## config.mk

```make
export PLATFORM = sky130hd
export DESIGN_NAME = baud_frame_gen
export DESIGN_NICKNAME = d
export VERILOG_FILES = /design/src/rtl/baud_frame_gen.sv
export SDC_FILE = /design/constraint.sdc
export NUM_CORES = 1
export LEC_CHECK = 0
export CAP_MARGIN = 10
export CORE_ASPECT_RATIO = 0.8
export CORE_MARGIN = 4
export CORE_UTILIZATION = 50
export CTS_CLUSTER_DIAMETER = 50
export DETAILED_ROUTE_END_ITERATION = 8
export PLACE_DENSITY_LB_ADDON = 0.12
export SYNTH_ARGS = -nofsm -noshare
export SYNTH_HDL_FRONTEND = slang
export SYNTH_SLANG_ARGS = --single-unit
```

## constraint.sdc

```tcl
create_clock -name clk -period 3.9 [get_ports clk]
set_input_delay 0.78 -clock clk [delete_from_list [all_inputs] [get_ports clk]]
set_output_delay 0.78 -clock clk [all_outputs]
set_load 0.05 [all_outputs]
```

## src/rtl/baud_frame_gen.sv

```systemverilog
// Baud-rate frame generator: fractional-N bit timer that walks through a
// frame of FRAME_BITS bits, emitting a mid-bit sample strobe, a per-bit end
// strobe and an end-of-frame strobe. Divisors are captured only while idle.
module baud_frame_gen #(
  parameter int CNT_W      = 16,
  parameter int FRAC_W     = 4,
  parameter int DIV_RESET  = 434,
  parameter int FRAC_RESET = 0,
  parameter int FRAME_BITS = 10
) (
  input  logic              clk,
  input  logic              rst,
  input  logic              bps_start,
  input  logic [CNT_W-1:0]  div_int,
  input  logic [FRAC_W-1:0] div_frac,
  input  logic              div_load,
  output logic              bps_clk,
  output logic              bit_end,
  output logic              frame_done,
  output logic              busy,
  output logic [3:0]        bit_idx
);

  typedef enum logic {IDLE, RUN} state_t;

  localparam logic [3:0]       LAST_IDX = 4'(FRAME_BITS - 1);
  localparam logic [CNT_W-1:0] DIV_MIN  = CNT_W'(3);

  state_t              state_q, state_d;
  logic [CNT_W-1:0]    cnt_q, cnt_d;
  logic [CNT_W-1:0]    div_q, div_d;
  logic [FRAC_W-1:0]   acc_q, acc_d;
  logic [FRAC_W-1:0]   frac_q, frac_d;
  logic [3:0]          bit_idx_q, bit_idx_d;

  logic                run;
  logic [FRAC_W:0]     acc_sum;
  logic                carry;
  logic [CNT_W:0]      last_cnt;
  logic                last_bit;

  // The fractional carry stretches the current bit by one cycle; the
  // accumulator itself only advances when the bit completes.
  assign run      = (state_q == RUN);
  assign acc_sum  = {1'b0, acc_q} + {1'b0, frac_q};
  assign carry    = acc_sum[FRAC_W];
  assign last_cnt = {1'b0, div_q} + {{CNT_W{1'b0}}, carry} - {{CNT_W{1'b0}}, 1'b1};
  assign last_bit = (bit_idx_q == LAST_IDX);

  // Strobes are decoded straight from registered state, so they all drop to
  // zero the instant reset forces IDLE.
  assign bps_clk    = run && (cnt_q == (div_q >> 1));
  assign bit_end    = run && ({1'b0, cnt_q} == last_cnt);
  assign frame_done = bit_end && last_bit;
  assign busy       = run;
  assign bit_idx    = bit_idx_q;

  // Divisor capture: only honoured in IDLE, with a floor of 3 so the
  // mid-bit strobe and the bit-end strobe can never land on the same cycle.
  always_comb begin
    div_d  = div_q;
    frac_d = frac_q;
    if (!run && div_load) begin
      div_d  = (div_int < DIV_MIN) ? DIV_MIN : div_int;
      frac_d = div_frac;
    end
  end

  // Next-state logic for the IDLE/RUN sequencer and its bit/frame counters.
  always_comb begin
    state_d   = state_q;
    cnt_d     = cnt_q;
    acc_d     = acc_q;
    bit_idx_d = bit_idx_q;
    case (state_q)
      IDLE: begin
        cnt_d     = '0;
        acc_d     = '0;
        bit_idx_d = '0;
        if (bps_start) state_d = RUN;
      end
      RUN: begin
        if (!bps_start) begin
          // Dropping the enable abandons the frame without a frame_done.
          state_d   = IDLE;
          cnt_d     = '0;
          acc_d     = '0;
          bit_idx_d = '0;
        end else if (bit_end) begin
          // Wrap to bit 0 on the last bit so frames run back to back.
          cnt_d     = '0;
          acc_d     = acc_sum[FRAC_W-1:0];
          bit_idx_d = last_bit ? 4'd0 : bit_idx_q + 4'd1;
        end else begin
          cnt_d = cnt_q + CNT_W'(1);
        end
      end
      default: state_d = IDLE;
    endcase
  end

  // State registers with asynchronous active-low reset.
  always_ff @(posedge clk or negedge rst) begin
    if (!rst) begin
      state_q   <= IDLE;
      cnt_q     <= '0;
      acc_q     <= '0;
      bit_idx_q <= '0;
      div_q     <= CNT_W'(DIV_RESET);
      frac_q    <= FRAC_W'(FRAC_RESET);
    end else begin
      state_q   <= state_d;
      cnt_q     <= cnt_d;
      acc_q     <= acc_d;
      bit_idx_q <= bit_idx_d;
      div_q     <= div_d;
      frac_q    <= frac_d;
    end
  end

endmodule

```

Yosys cells after proc, flatten, opt, wreduce, memory -nomap -nowiden

Cells that the tools add are included.

Bits in registers: 45
Bits of input ports: 24
Output and inout bits: 8
Logic and storage cells: 34

Add/subtract/negate cells: 5
$lt $le $gt $ge: 1
Equal/unequal tests: 4
Multiplexer cells: 12
Bitwise operators: 1
Reduce and logical (&&, ||, !) cells: 5

Operator list:

| kind                  | number |
|---|---|
| $mux 16               | 3 |
| $pmux 16 s2           | 1 |
| $mux 4                | 5 |
| $add 16x1->17         | 1 |
| $eq 16x17->1          | 1 |
| $sub 17x1->17 const B | 1 |
| $add 16x1->16 const B | 1 |
| $eq 16x15->1          | 1 |
| $lt 16x2->1 const B   | 1 |
| $pmux 4 s2            | 2 |
| $add 4x4->5           | 1 |
| $add 4x1->4 const B   | 1 |
| $eq 4x4->1 const B    | 1 |
| $logic_and 1x1->1     | 4 |
| $ne 3x3->1 const B    | 1 |
| $logic_not 1->1       | 1 |
| $mux 1                | 1 |
| $not 1->1             | 1 |

Logic depth before layout (Yosys ltp)

Gate-level depths: netlist of run 1.

Word-level depth: 8
Mapped depth: 18
Gate-level depth less buffers: 15

Least setup slack after synthesis of run 1

OpenSTA, ideal clock, no wires.

Kind: register to output
From: reg acc_q[0]
To: out frame_done
Arrival time: 3.747 ns
Data required time: 3.120 ns
Path slack: -0.627 ns
Cell stages (with the launch flop): 18
Path buffers: 2
Cells stage by stage: dfrtp_1 ha_1 inv_1 fa_1 nor2b_1 o21a_1 nor2_1 ha_1 ha_1 clkbuf_2 or4b_1 buf_2 nor2_1 xnor2_1 nand3_1 nor4b_2 nand3_1 nor2_1

Word-level cells in the longest chain between the ends: 6

Ends and longest elaborated chain:

| element                | RTL line | text |
|---|---|---|
| from (decl)            | 32       | `logic [FRAC_W-1:0] acc_q, acc_d;` |
| from (signal assigned) | 107      | `acc_q <= '0;` |
| from (signal assigned) | 114      | `acc_q <= acc_d;` |
| $add 4x4->5            | 45       | `assign acc_sum = {1'b0, acc_q} + {1'b0, frac_q};` |
| $add 16x1->17          | 47       | `assign last_cnt = {1'b0, div_q} + {{CNT_W{1'b0}}, carry} - {{CNT_W{1'b0}}, 1'b1};` |
| $sub 17x1->17          | 47       |  |
| $eq 16x17->1           | 53       | `assign bit_end = run && ({1'b0, cnt_q} == last_cnt);` |
| $logic_and 1x1->1      | 53       |  |
| $logic_and 1x1->1      | 54       | `assign frame_done = bit_end && last_bit;` |
| to (decl)              | 19       | `output logic frame_done,` |

Every way passes these cells.

Worst setup path in the final report of run 1

From: reg acc_q[2]
To: out frame_done

The elaborated chain is that of the path after synthesis.

==> impl_summary.md, run 1 <==
Status
The flow ran to the end, but the final reports show violations. The checks that failed: setup timing.

Floorplanning
For this configuration, the core starts out at a cell density of between 50% and 60%. The die outline area is roughly 7300 um2. The area of the core is 5880 um2. The die is approximately 95 um wide. 32 I/O pins were placed.

Row generation in the floorplan step produced 25 rows. The die height is 77.4 um.

Timing
The largest clock skew in the final design is a little under 6 ps. The count of final max-slew check failures is 0. At the pin with the least slew margin, the transition time is between 1000 and 1500 ps. The least setup slack across all paths after layout is -472 ps. The relative slew slack is a little under a third. The tightest hold path in the finished design has a slack of about 500 ps.

Setup repair after global routing could not meet its margin everywhere. Based on the critical path, the design can be clocked at up to 0.229 GHz. The post-route minimum period is roughly 4400 ps. The final-report hold violation count came to 0. Adding up every negative setup slack in the final design gives -899 ps. The part of the cycle the worst path needs is 112%. Setup violations remaining at the end of the flow were counted as 2.

Detailed routing
The final antenna-violating net count is 0. The number of vias per cell after detailed routing is 5.60. The first detailed-routing pass took 4 iterations. The final wirelength is approximately 7200 um. The initial DRC count is between 150 and 200. The routed layout has between 2000 and 2500 vias. After detailed routing, the average wire length per cell comes to ~17 um. The post-detailed-route DRC marker count is 0.

Finish
The layout cell share with drive strength beyond 1 is a little under a quarter. The library cell used most frequently in the layout, excluding fill and tap cells, is sky130_fd_sc_hd__dfrtp_1. The final antenna diode count is 0. The final layout contains roughly 380 nets.

The area growth from synthesis to layout is 23.7%. The final instance count without filler cells is 430. The library cells used most frequently in the layout, excluding fill and tap cells, are sky130_fd_sc_hd__dfrtp_1, sky130_fd_sc_hd__clkdlybuf4s50_1, sky130_fd_sc_hd__xnor2_1. Once layout is complete, the utilization of the core stands at approximately 63%.

Worst setup path
At the worst endpoint, the arrival time is around 3600 ps. The signal on the critical path passes through ha_1 > nor2b_2 > o21a_1 > nor2_1 > ha_2 > ha_4 > or4b_4 > nor2_4 > xnor2_2 > nand3_2 > nor4b_4 > nand3_2 > nor2_4 > buf_12. The critical path is of the flip-flop to output port type. For this design, the slowest cell found on the critical path is sky130_fd_sc_hd__or4b_4.

For the worst setup path, the data required time is around 3100 ps. The biggest fanout along the worst timing path is 6. The worst setup path is launched from a flip-flop. The worst setup path is captured at an output port.

The delay of the slowest critical-path stage is between 500 and 600 ps.

Power
In this run the power density over the cells is between 300 and 400 nW/um2. The peak ir drop on the vdd network is 0.237 mV. The overall power consumption is between 1000 and 1500 uW. The static leakage is between 0.001 and 0.0015 uW.

Job
The number of maximum-capacitance violations is 0.

Global route
The number of antenna violations at the first check in global routing is 0. The global-route total usage across every layer is between 20 and 25%. The number of global-route vias before repair is approximately 2300. The total overflow reported by the global router is 0.

The first global-routing pass estimated between 10000 and 15000 um of wire. Entering global routing, the biggest net connects 46 pins.

Synth
The flip-flop and latch count after synthesis is 45. In this run, distinct cell masters in the synthesized netlist total 56. Among all flip-flop cells after synthesis, the most frequent one is sky130_fd_sc_hd__dfrtp_1. The proportion of synthesized flip-flops having asynchronous set or reset is 100%. The combined area of all synthesized cells is ~3000 um2. The cell count after synthesis is 310. The total number of yosys warnings is 0. The per-instance average area after synthesis is 9.72 um2.

The number of synthesized flops with an enable pin is 0. The sequential element share of the synthesized area is 37.6%. The number of nets in the synthesized netlist is roughly 340.

Clocking
The number of buffers on the longest clock path is 2. In this run the clock root is driven by a sky130_fd_sc_hd__clkbuf_8. The later-pin clock latency in the skew report is approximately 310 ps. The clock transition at the register clock pins on the worst setup and hold paths after CTS is ~80 ps. TritonCTS built the clock tree. The tree built by TritonCTS fans out to 45 sinks. Buffers inserted during clock tree synthesis total 5. The H-tree depth is 2.

Placed design
Input and output buffers added on the ports amount to 31. The congestion estimate from routability-driven global placement came to between 0.9 and 1. Detailed placement ended at an HPWL of approximately 5100 um. The number of placed cells counting well taps is 415.

Worst hold path
The min-delay analysis places its worst path in the category flip-flop to flip-flop.
[synthesized netlist by cell type, types with 2 or more instances]
| cell | n | area share, % |
|---|---|---|
| sky130_fd_sc_hd__dfrtp_1 | 40 | 33 |
| sky130_fd_sc_hd__xnor2_1 | 29 | 8.4 |
| sky130_fd_sc_hd__nor2_1 | 28 | 3.5 |
| sky130_fd_sc_hd__nand2_1 | 26 | 3.2 |
| sky130_fd_sc_hd__xor2_1 | 20 | 5.8 |
| sky130_fd_sc_hd__mux2_2 | 16 | 6.0 |
| sky130_fd_sc_hd__nand3_1 | 13 | 2.2 |
| sky130_fd_sc_hd__clkbuf_1 | 11 | 1.4 |
| sky130_fd_sc_hd__nand4_1 | 11 | 2.3 |
| sky130_fd_sc_hd__ha_1 | 9 | 3.7 |
| sky130_fd_sc_hd__inv_1 | 9 | 1.1 |
| sky130_fd_sc_hd__mux2i_1 | 9 | 3.0 |
| sky130_fd_sc_hd__nor2b_1 | 8 | 1.7 |
| sky130_fd_sc_hd__a21oi_1 | 6 | 1.0 |
| sky130_fd_sc_hd__nand3b_1 | 6 | 1.5 |
| sky130_fd_sc_hd__o21ai_0 | 6 | 1.0 |
| sky130_fd_sc_hd__dfstp_2 | 5 | 4.4 |
| sky130_fd_sc_hd__nor4_1 | 5 | 1.0 |
| sky130_fd_sc_hd__buf_2 | 4 | 0.66 |
| sky130_fd_sc_hd__and2_1 | 3 | 0.62 |
| sky130_fd_sc_hd__and3_1 | 3 | 0.62 |
| sky130_fd_sc_hd__nand2b_1 | 3 | 0.62 |
| sky130_fd_sc_hd__a211oi_1 | 2 | 0.50 |
| sky130_fd_sc_hd__o211ai_1 | 2 | 0.50 |
| sky130_fd_sc_hd__o21a_1 | 2 | 0.50 |
| sky130_fd_sc_hd__o22a_1 | 2 | 0.58 |
| sky130_fd_sc_hd__o31a_1 | 2 | 0.58 |
| sky130_fd_sc_hd__o31ai_1 | 2 | 0.50 |
[cell families (layout without fill, tap and decap cells)]
| group | Yosys count | after routing | synth area share, % |
|---|---|---|---|
| buffers and inverters | 26 | 64 | 3.69 |
| multiplexers | 25 | 25 | 8.97 |
| flip-flops | 45 | 45 | 37.6 |
| AND/OR/NAND/NOR | 119 | 119 | 21.2 |
| adder cells (fa/ha/maj) | 10 | 10 | 4.40 |
| AO/OA/AOI/OAI | 36 | 37 | 9.92 |
| XOR/XNOR | 49 | 49 | 14.2 |
[final cells by class]
cell class | instances | area (um2)
well taps | 81 | 101
inverters | 9 | 37.5
clock inverters | 2 | 13.8
repair buffers | 47 | 449
multi-input cells | 240 | 1910
fillers | 517 | 2150
clock buffers | 6 | 82.6
flip-flops and latches | 45 | 1130
[per-stage QoR]
stage	setup slack (ps)	cell area [um2]
finish	-472	3730
global route	-667	3730
CTS	-412	3610
detailed placement	-71.0	3500
global placement	-26.0	3500
floorplan	-178	3090
[state kept, by name, summed over array words and instances (netlist names)]
signal   count
acc_q        4
frac_q       4
div_q       16
bit_idx      4
cnt_q       16
busy         1
[power breakdown]
part | switching [uW] | leakage [uW] | internal [uW]
clock | 166 | 0.0000512 | 144
combinational | 118 | 0.000873 | 134
sequential | 67.0 | 0.000574 | 503
total | 351 | 0.00150 | 781
[routing by layer]
| metal | vias up | track usage (%) | routed length [um] |
|---|---|---|---|
| li1 | 1159 | - | - |
| met1 | 1164 | 30.7 | 3530 |
| met2 | 75 | 29.6 | 3160 |
| met3 | 9 | 3.49 | 404 |
| met4 | 0 | 7.35 | 102 |
| met5 | - | 0 | 0 |
[path summary, 6_finish.rpt]
check	startpoint	to	slack, ps	cells past startpoint
worst max-delay path	acc_q[2]$_DFFE_PN0P_	frame_done	-470	14
worst min-delay path	div_q[0]$_DFFE_PN0P_	div_q[0]$_DFFE_PN0P_	520	1
worst max register to register	acc_q[2]$_DFFE_PN0P_	cnt_q[0]$_DFF_PN0_	140	16
worst min register to register	div_q[0]$_DFFE_PN0P_	div_q[0]$_DFFE_PN0P_	520	1
max in group asynchronous	rst	acc_q[3]$_DFFE_PN0P_	2620	1
min in group asynchronous	rst	cnt_q[7]$_DFF_PN0_	650	1
[worst max-delay path: cells and delay by family (launching register included)]
kind,cells,cell delay (ps)
flops,1,390
fa+ha+maj,3,660
xor+xnor,1,130
compound gates,1,160
simple gates,8,1810
buf+inv,1,140
[what timing repair did]
| item | CTS | global route |
|---|---|---|
| pin swaps | 0 | 11 |
| gates resized for setup | 0 | 14 |
| cloned | 0 | 1 |
| buffers inserted | 2 | 5 |
| hold buffers | 0 | 0 |
| endpoints found under the setup margin | 2 | 26 |
(Power assumes the default switching activity.)
==> inputs of run 2 (changes only) <==
--- a/config.mk
+++ b/config.mk
@@ -5,10 +5,12 @@
 export SDC_FILE = /design/constraint.sdc
 export NUM_CORES = 1
 export LEC_CHECK = 0
+export ABC_AREA = 1
 export CAP_MARGIN = 10
 export CORE_ASPECT_RATIO = 0.8
 export CORE_MARGIN = 4
 export CORE_UTILIZATION = 50
+export CTS_BUF_LIST = sky130_fd_sc_hd__clkbuf_16
 export CTS_CLUSTER_DIAMETER = 50
 export DETAILED_ROUTE_END_ITERATION = 8
 export PLACE_DENSITY_LB_ADDON = 0.12
==> run 2 against run 1 <==
Effect of this change: the run now ends clean; global-route usage increased by 1.3 points; first-iteration DRC count increased by 62%; critical path depth increased by 4; setup slack improved by 570 ps; synthesized area increased by 0.83%; combinational power about the same; final cell count increased by 30%; final area decreased by 2.1%; via count increased by 22%; die area increased by 0.76%.
==> impl_summary.md, run 2 <==
Synth
The multiplexer area fraction after synthesis is 0% (-9.0 points). The dominant combinational cell family by area after synthesis is simple AND/OR/NAND/NOR gates. The post-synthesis cell type count is 33 (-41%). The adder and majority cell fraction of the synthesized area is 4.36% (-0.036 points). The proportion of synthesized flip-flops having asynchronous set or reset is 100% (unchanged). Ranked by instance count, the synthesized netlist is headed by sky130_fd_sc_hd__nand2_1, sky130_fd_sc_hd__nor2_1, sky130_fd_sc_hd__inv_1, sky130_fd_sc_hd__dfrtp_1, sky130_fd_sc_hd__nand3_1. The flip-flop and latch count after synthesis is 45 (unchanged). sky130_fd_sc_hd__dfrtp_1 takes more of the synthesized area than any other cell. The xor/xnor cell area share of the yosys netlist is 7.20% (-7.0 points). The per-instance average area after synthesis is 6.88 um2 (-29%).

The area share of the largest cell type after synthesis is 32.9% (-0.27 points). The post-synthesis simple-gate area fraction is 35.5% (+14 points). The sequential element share of the synthesized area is 37.3% (-0.31 points). The number of synthesized flops with an enable pin was 0 (unchanged). The total number of yosys warnings is 0 (unchanged).

By area the synthesized netlist is led by sky130_fd_sc_hd__dfrtp_1, sky130_fd_sc_hd__nand2_1, sky130_fd_sc_hd__nor2_1. The post-synthesis compound-gate area fraction was 7.37% (-2.6 points). In the synthesized netlist the dominant register cell turns out to be sky130_fd_sc_hd__dfrtp_1.

The net count after synthesis is 476 (+38%). The combined area of all synthesized cells is 3040 um2 (+0.83%). The cell count after synthesis is 442 (+43%). The most instantiated library cell after synthesis is sky130_fd_sc_hd__nand2_1.

Timing
The post-route minimum period was 3810 ps (-566 ps). The actual slew at the worst max-slew pin is 1010 ps (-20.2 ps). The final-report hold violation count is 0 (unchanged). The number of failing setup endpoints in the final timing report is 0 (-2). Setup repair after global routing could not meet its margin everywhere. The achievable clock frequency is 0.263 GHz (+15%).

The part of the cycle the worst path needs is 97.6% (-15 points). The count of final max-slew check failures is 0 (unchanged). The largest clock skew in the final design came to 7.90 ps (+2.08 ps). The relative slew slack was 32.5% (+1.3 points).

Floorplanning
The area of the core is 5910 um2 (+0.53%). The width of the die is 95.2 um (+0.38%). The count of standard-cell rows is 25 (unchanged).

The die outline area came to 7400 um2 (+0.76%). The initial core utilization is 51.4% (+0.15 points). The I/O pin count is 32 (unchanged).

The die height came to 77.7 um (+0.37%).

Finish
The footprint of the flip-flops and latches is 1130 um2 (unchanged). The area of the multi-input gates came to 1690 um2 (-12%). The layout cell share with drive strength beyond 1 is 8.13% (-15 points). The growth of design area from synthesis to finish is 20.0%.

The final-layout fill cell count is 527 (+1.9%). The largest registers in the layout are cnt_q (16), div_q (16). The library cell used most frequently in the layout, excluding fill and tap cells, is sky130_fd_sc_hd__nand2_1. The final instance count without filler cells is 561 (+30%).

The library cells used most frequently in the layout, excluding fill and tap cells, are sky130_fd_sc_hd__nand2_1, sky130_fd_sc_hd__nor2_1, sky130_fd_sc_hd__inv_1. The final antenna diode count came to 0 (unchanged). The number of nets in the final layout was 513 (+34%).

Global route
The number of global-route vias before repair was 2704 (+18%). The global-route wire length before repair was 12700 um (+8.2%). The number of antenna violations at the first check in global routing is 0 (unchanged).

The largest net degree at the start of global routing is 46 (unchanged). The total overflow reported by the global router was 0 (unchanged). The global-route total usage across every layer is 21.8% (+1.3 points).

Worst setup path
The number of cells on the critical path is 18 (+4). The cell that appears most often on the critical path is sky130_fd_sc_hd__nand3_1. The arrival time reported for the critical path endpoint is 3030 ps (-560 ps).

The kind of cell with the highest combined delay along the critical path is adder cells. The biggest fanout along the worst timing path is 7 (+1). The required time reported for the critical path endpoint is 3120 ps (about the same). The kind of critical path is flip-flop to output port. STA classifies the critical path endpoint as an output port.

The worst-path cell with the longest stage delay is sky130_fd_sc_hd__fa_2. The depth of the worst register-to-register path is 17 (+1). The total buffers and inverters traversed by the critical path is 3 (+2). Walking the worst path, the cells encountered are ha_1 > inv_1 > fa_2 > o21ai_2 > a21oi_1 > ha_2 > ha_4 > nand2_2 > nor2_4 > buf_4 > nand3_1 > nand3_1 > nor2_2 > nand3_1 > nor2_1 > nand2_1 > nor2_2 > buf_12. The delay of the slowest critical-path stage came to 360 ps (-190 ps). The worst setup path is launched from a flip-flop.

Detailed routing
The final wirelength is 7670 um (+6.5%). The number of vias per cell after detailed routing is 5.22 (-6.7%). The initial DRC count is 294 (+62%).

The detailed-route wire length per cell came to 13.7 um (-18%). The vias after detailed routing is 2931 (+22%). The final antenna-violating net count is 0 (unchanged). The post-detailed-route DRC marker count is 0 (unchanged). The number of optimization iterations in the first detailed-route pass is 7 (+3).

Clocking
The clock tree root driver cell is sky130_fd_sc_hd__clkbuf_16. The H-tree depth is 2 (unchanged). TritonCTS built the clock tree.

The clock net sink count is 45 (unchanged). The clock transition at the register clock pins on the worst setup and hold paths after CTS is 60 ps (-20 ps). The number of buffers added by the clock tree synthesis step came to 5 (unchanged). The later-pin clock latency in the skew report was 290 ps (-20 ps). The number of buffers on the longest clock path is 2 (unchanged). The hold buffer count at cts came to 0 (unchanged).

Job
The number of maximum-capacitance violations is 0 (unchanged).

Status
The flow ran to the end, and the final reports show no timing, DRC or antenna violations.

Power
The peak ir drop on the vdd network is 0.240 mV (+1.1%). The static leakage is 0.00173 uW (+15%). The power density normalized to cell area is 332 nW/um2 (+9.3%).

The overall power consumption is 1210 uW (+7.0%).

Placed design
The final weighted congestion in routability-driven placement is 0.993 (+8.0%). The detailed placer's ending HPWL is 5790 um (+13%). The port buffer count came to 31 (unchanged).

The number of placed cells counting well taps is 549 (+32%).

Worst hold path
The cell depth of the worst min-delay path came to 2 (+1). The class of the tightest hold or removal check is flip-flop to flip-flop.
[run 2: cell count changes after synthesis, moves of 4 or more]
cell / previous run / this run
sky130_fd_sc_hd__nor2_1: 28 / 69
sky130_fd_sc_hd__xnor2_1: 29 / 8
sky130_fd_sc_hd__nand3b_1: 6 / 2
sky130_fd_sc_hd__nand2_1: 26 / 128
sky130_fd_sc_hd__nor2_2: 0 / 5
sky130_fd_sc_hd__mux2i_1: 9 / 0
sky130_fd_sc_hd__o21ai_0: 6 / 22
sky130_fd_sc_hd__nand3_1: 13 / 36
sky130_fd_sc_hd__mux2_2: 16 / 0
sky130_fd_sc_hd__nor2b_1: 8 / 0
sky130_fd_sc_hd__inv_1: 9 / 54
sky130_fd_sc_hd__o22ai_1: 0 / 5
sky130_fd_sc_hd__nand4_1: 11 / 3
sky130_fd_sc_hd__clkbuf_1: 11 / 5
[run 2: final cells by class]
| type | count | share of cell area [%] |
|---|---|---|
| multi-input combinational | 331 | 46.2 |
| tap | 81 | 2.78 |
| inverter | 59 | 6.07 |
| sequential | 45 | 31.0 |
| clock buffer | 5 | 3.43 |
| clock inverter | 3 | 0.343 |
| timing repair buffer | 37 | 10.2 |
[run 2: where the power goes]
part           leakage (uW)  internal [uW]  total (uW)  switching, uW
clock network     0.0000687            232         410            178
registers          0.000581            502         546           44.3
logic               0.00108            100         255            155
total               0.00173            834        1210            377
[run 2: cells by family after synthesis]
logic type,count (synthesis)
adder cells (fa/ha/maj),10
AND/OR/NAND/NOR,257
XOR/XNOR,25
AO/OA/AOI/OAI,39
buffers and inverters,66
flip-flops,45
[run 2: layer usage]
layer / track usage [%] / up-vias / share of wire (%)
met5: 0 / - / 0
met1: 32.0 / 1333 / 47
met3: 4.46 / 16 / 8.2
li1: - / 1471 / -
met2: 32.9 / 111 / 43
met4: 5.04 / 0 / 1.7
[run 2: path summary, 6_finish.rpt]
kind | start | to | slack, ps
hold / removal | frac_q[0]$_DFFE_PN0P_ | frac_q[0]$_DFFE_PN0P_ | 490
hold reg to reg | frac_q[0]$_DFFE_PN0P_ | frac_q[0]$_DFFE_PN0P_ | 490
min in group asynchronous | rst | cnt_q[14]$_DFF_PN0_ | 670
max in group asynchronous | rst | div_q[10]$_DFFE_PN0P_ | 2610
setup reg to reg | acc_q[0]$_DFFE_PN0P_ | cnt_q[11]$_DFF_PN0_ | 910
setup / recovery | acc_q[0]$_DFFE_PN0P_ | frame_done | 90
[run 2: stage by stage]
stage	util (%)	setup TNS [ps]	cell area (um2)	setup WS [ps]	hold slack [ps]
2_1_floorplan	-	0	3040	147	453
3_3_place_gp	58.4	0	3450	275	473
3_5_place_dp	58.4	0	3450	189	478
4_1_cts	60.9	0	3600	4.70	493
5_1_grt	61.7	-118	3650	-117	535
6_report	61.7	0	3650	93.2	488
[run 2: timing repair]
item | CTS | global route
gates resized for setup | 5 | 3
setup endpoints to repair | 2 | 2
setup buffers | 0 | 4
pin swaps | 1 | 4
[run 2: worst register-to-register path, delay by kind of cell, from the launching register on]
kind / cells / cell delay, ps
adder cells (fa/ha/maj): 4 / 930
flip-flops: 1 / 350
AO/OA/AOI/OAI: 3 / 410
AND/OR/NAND/NOR: 7 / 730
buffers and inverters: 3 / 460
==> inputs of run 3 (changes only) <==
--- a/config.mk
+++ b/config.mk
@@ -9,7 +9,7 @@
 export CAP_MARGIN = 10
 export CORE_ASPECT_RATIO = 0.8
 export CORE_MARGIN = 4
-export CORE_UTILIZATION = 50
+export CORE_UTILIZATION = 52
 export CTS_BUF_LIST = sky130_fd_sc_hd__clkbuf_16
 export CTS_CLUSTER_DIAMETER = 50
 export DETAILED_ROUTE_END_ITERATION = 8
==> run 3 against run 2 <==
Effect of this change: final cell count grew 0.18%; clock skew shrank 2.0 ps; global-route usage grew 0.95 points; register-to-register slack lost 110 ps; largest power group unchanged.
==> impl_summary.md, run 3 (synthesized netlist as in run 2, its figures left out) <==
Status
The flow ran to the end, and the final reports show no timing, DRC or antenna violations.

Detailed routing
The final wirelength came to 7680 um (+0.22%). The number of vias per cell after detailed routing is 5.23 (+0.20%). The detailed-route wire length per cell is 13.7 um (about the same). The initial DRC count is 219 (-26%).

The vias after detailed routing is 2942 (+0.38%). The final antenna-violating net count came to 0 (unchanged). The number of optimization iterations in the first detailed-route pass is 5 (-2). The post-detailed-route DRC marker count is 0 (unchanged).

Timing
The post-route worst hold slack is 498 ps (+9.76 ps). The number of failing setup endpoints in the final timing report is 0 (unchanged). The largest clock skew in the final design is 5.94 ps (-1.96 ps).

The actual slew at the worst max-slew pin is 992 ps (-19.8 ps). The part of the cycle the worst path needs is 97.1% (-0.47 points). The achievable clock frequency is 0.264 GHz (+0.48%). The final-report hold violation count came to 0 (unchanged).

The post-route minimum period is 3790 ps (-18.2 ps). The relative slew slack is 33.8% (+1.3 points). Setup repair after global routing could not meet its margin everywhere. The count of final max-slew check failures is 0 (unchanged).

Clocking
The clock tree root driver cell is sky130_fd_sc_hd__clkbuf_16. The hold buffer count at cts is 0 (unchanged). The clock net sink count was 45 (unchanged).

The later-pin clock latency in the skew report is 290 ps (about the same). The H-tree depth is 2 (unchanged). The number of buffers added by the clock tree synthesis step came to 5 (unchanged). TritonCTS built the clock tree. The clock transition at the register clock pins on the worst setup and hold paths after CTS is 60 ps (about the same).

The number of buffers on the longest clock path is 2 (unchanged).

Power
The peak ir drop on the vdd network is 0.253 mV (+5.4%). The static leakage was 0.00177 uW (+2.3%). The overall power consumption is 1290 uW (+6.5%). The power density normalized to cell area is 348 nW/um2 (+4.9%).

Worst setup path
The worst setup path is launched from a flip-flop. The required time reported for the critical path endpoint was 3120 ps (about the same). The biggest fanout along the worst timing path is 6 (-1). The worst setup path is of the flip-flop to output port kind. On the critical path, the stage with the largest delay is an instance of sky130_fd_sc_hd__dfrtp_1. Among cell families on the critical path, the largest total delay comes from simple AND/OR/NAND/NOR gates.

The signal on the critical path passes through ha_2 > inv_2 > fa_2 > o21ai_1 > a21oi_1 > ha_2 > ha_4 > nand2_4 > nor2_4 > nor2_1 > nor2_1 > nand2_1 > nor2_2 > buf_4 > nand4_2 > nor2_4 > buf_12. The category of the worst setup path capture point is an output port. The delay of the slowest critical-path stage is 390 ps (+30 ps).

The total buffers and inverters traversed by the critical path came to 3 (unchanged). The arrival time reported for the critical path endpoint is 3010 ps (-20 ps).

Floorplanning
The width of the die is 93.5 um (-1.8%). The count of standard-cell rows is 24 (-4.0%). The I/O pin count came to 32 (unchanged). The area of the core came to 5560 um2 (-6.0%). The die outline area came to 7140 um2 (-3.5%). The initial core utilization is 54.7% (+3.3 points).

The die height is 76.4 um (-1.7%).

Finish
The growth of design area from synthesis to finish is 22.0%. The most common cell after layout, fill and taps aside is sky130_fd_sc_hd__nand2_1. The number of nets in the final layout is 517 (+0.78%). The top cell types in the final layout, fill and taps aside, are sky130_fd_sc_hd__nand2_1, sky130_fd_sc_hd__nor2_1, sky130_fd_sc_hd__inv_1. The final instance count without filler cells is 562 (+0.18%). In the final layout, the registers with the most flip-flops are cnt_q (16), div_q (16). The final antenna diode count is 0 (unchanged).

The layout cell share with drive strength beyond 1 is 9.71% (+1.6 points).

Worst hold path
The class of the tightest hold or removal check is flip-flop to flip-flop.

Global route
The number of global-route vias before repair was 2635 (-2.6%). The total overflow reported by the global router came to 0 (unchanged). The global-route total usage across every layer was 22.8% (+0.95 points). The global-route wire length before repair is 12900 um (+1.5%).

The largest net degree at the start of global routing was 46 (unchanged). The number of antenna violations at the first check in global routing came to 0 (unchanged).

Job
The number of maximum-capacitance violations is 0 (unchanged).

Placed design
The final weighted congestion in routability-driven placement is 0.935 (-5.8%). The port buffer count was 31 (unchanged). The detailed placer's ending HPWL is 5750 um (-0.56%).

The number of placed cells counting well taps is 546 (-0.55%).
-- run 3: cell types whose count changed in the layout (fill, tap and decap cells not counted), sizes merged --
cell,delta
clkinv,-2
inv,+1
bufinv,+1
buf,+4
-- run 3: final timing paths --
check                                 startpoint               endpoint  slack, ps  cells past startpoint
hold / removal             frac_q[0]$_DFFE_PN0P_  frac_q[0]$_DFFE_PN0P_        500                      2
min in group asynchronous                    rst     cnt_q[4]$_DFF_PN0_        660                      1
hold reg to reg            frac_q[0]$_DFFE_PN0P_  frac_q[0]$_DFFE_PN0P_        500                      2
setup / recovery            acc_q[0]$_DFFE_PN0P_                bit_end        110                     17
setup reg to reg            acc_q[0]$_DFFE_PN0P_   acc_q[0]$_DFFE_PN0P_        800                     20
max in group asynchronous                    rst   acc_q[3]$_DFFE_PN0P_       2630                      1
-- run 3: per-layer routing --
metal  track usage (%)  wire, um  vias up
met5                 0         0        -
met4              8.05       227        0
met3              4.94       627       21
met2              32.3      3190      130
met1              33.9      3640     1322
li1                  -         -     1469
-- run 3: final cells by class --
class                           count  area (um2)
Clock inverter                      3        38.8
Timing Repair Buffer               41         400
Inverter                           59         221
Fill cell                         490        1850
Multi-Input combinational cell    331        1690
Sequential cell                    45        1130
Clock buffer                        5         125
Tap cell                           78        97.6
-- run 3: timing repair --
| action | CTS | global route |
|---|---|---|
| setup endpoints to repair | 2 | 2 |
| pin swaps | 2 | 5 |
| buffers inserted | 2 | 6 |
| gates resized for setup | 6 | 6 |
-- run 3: where the power goes --
group,internal (uW),switching (uW),total (uW)
Clock,299,182,481
Combinational,104,158,262
Sequential,502,45.1,547
-- run 3: metrics by stage --
stage / setup WS [ps] / setup TNS [ps] / utilization (%) / area [um2]
floorplan: 147 / 0 / - / 3040
global placement: 292 / 0 / 62.1 / 3450
detailed placement: 149 / 0 / 62.1 / 3450
CTS: 19.3 / 0 / 65.6 / 3640
global route: -140 / -209 / 66.7 / 3710
finish: 111 / 0 / 66.7 / 3710
-- run 3: worst reg2reg max path, stage by stage (launching register included) --
cell and delay [ps]:
sky130_fd_sc_hd__dfrtp_1 390, sky130_fd_sc_hd__ha_2 200, sky130_fd_sc_hd__inv_2 50, sky130_fd_sc_hd__fa_2 200, sky130_fd_sc_hd__o21ai_1 70, sky130_fd_sc_hd__a21oi_1 150, sky130_fd_sc_hd__ha_2 270, sky130_fd_sc_hd__ha_4 180
sky130_fd_sc_hd__nand2_4 70, sky130_fd_sc_hd__nor2_4 190, sky130_fd_sc_hd__nor2_1 60, sky130_fd_sc_hd__nor2_1 110, sky130_fd_sc_hd__nand2_1 70, sky130_fd_sc_hd__nor2_2 120, sky130_fd_sc_hd__buf_4 120, sky130_fd_sc_hd__nand4_2 120
sky130_fd_sc_hd__buf_4 170, sky130_fd_sc_hd__o21bai_2 90, sky130_fd_sc_hd__buf_4 250, sky130_fd_sc_hd__nand2_1 80, sky130_fd_sc_hd__nand2_1 70
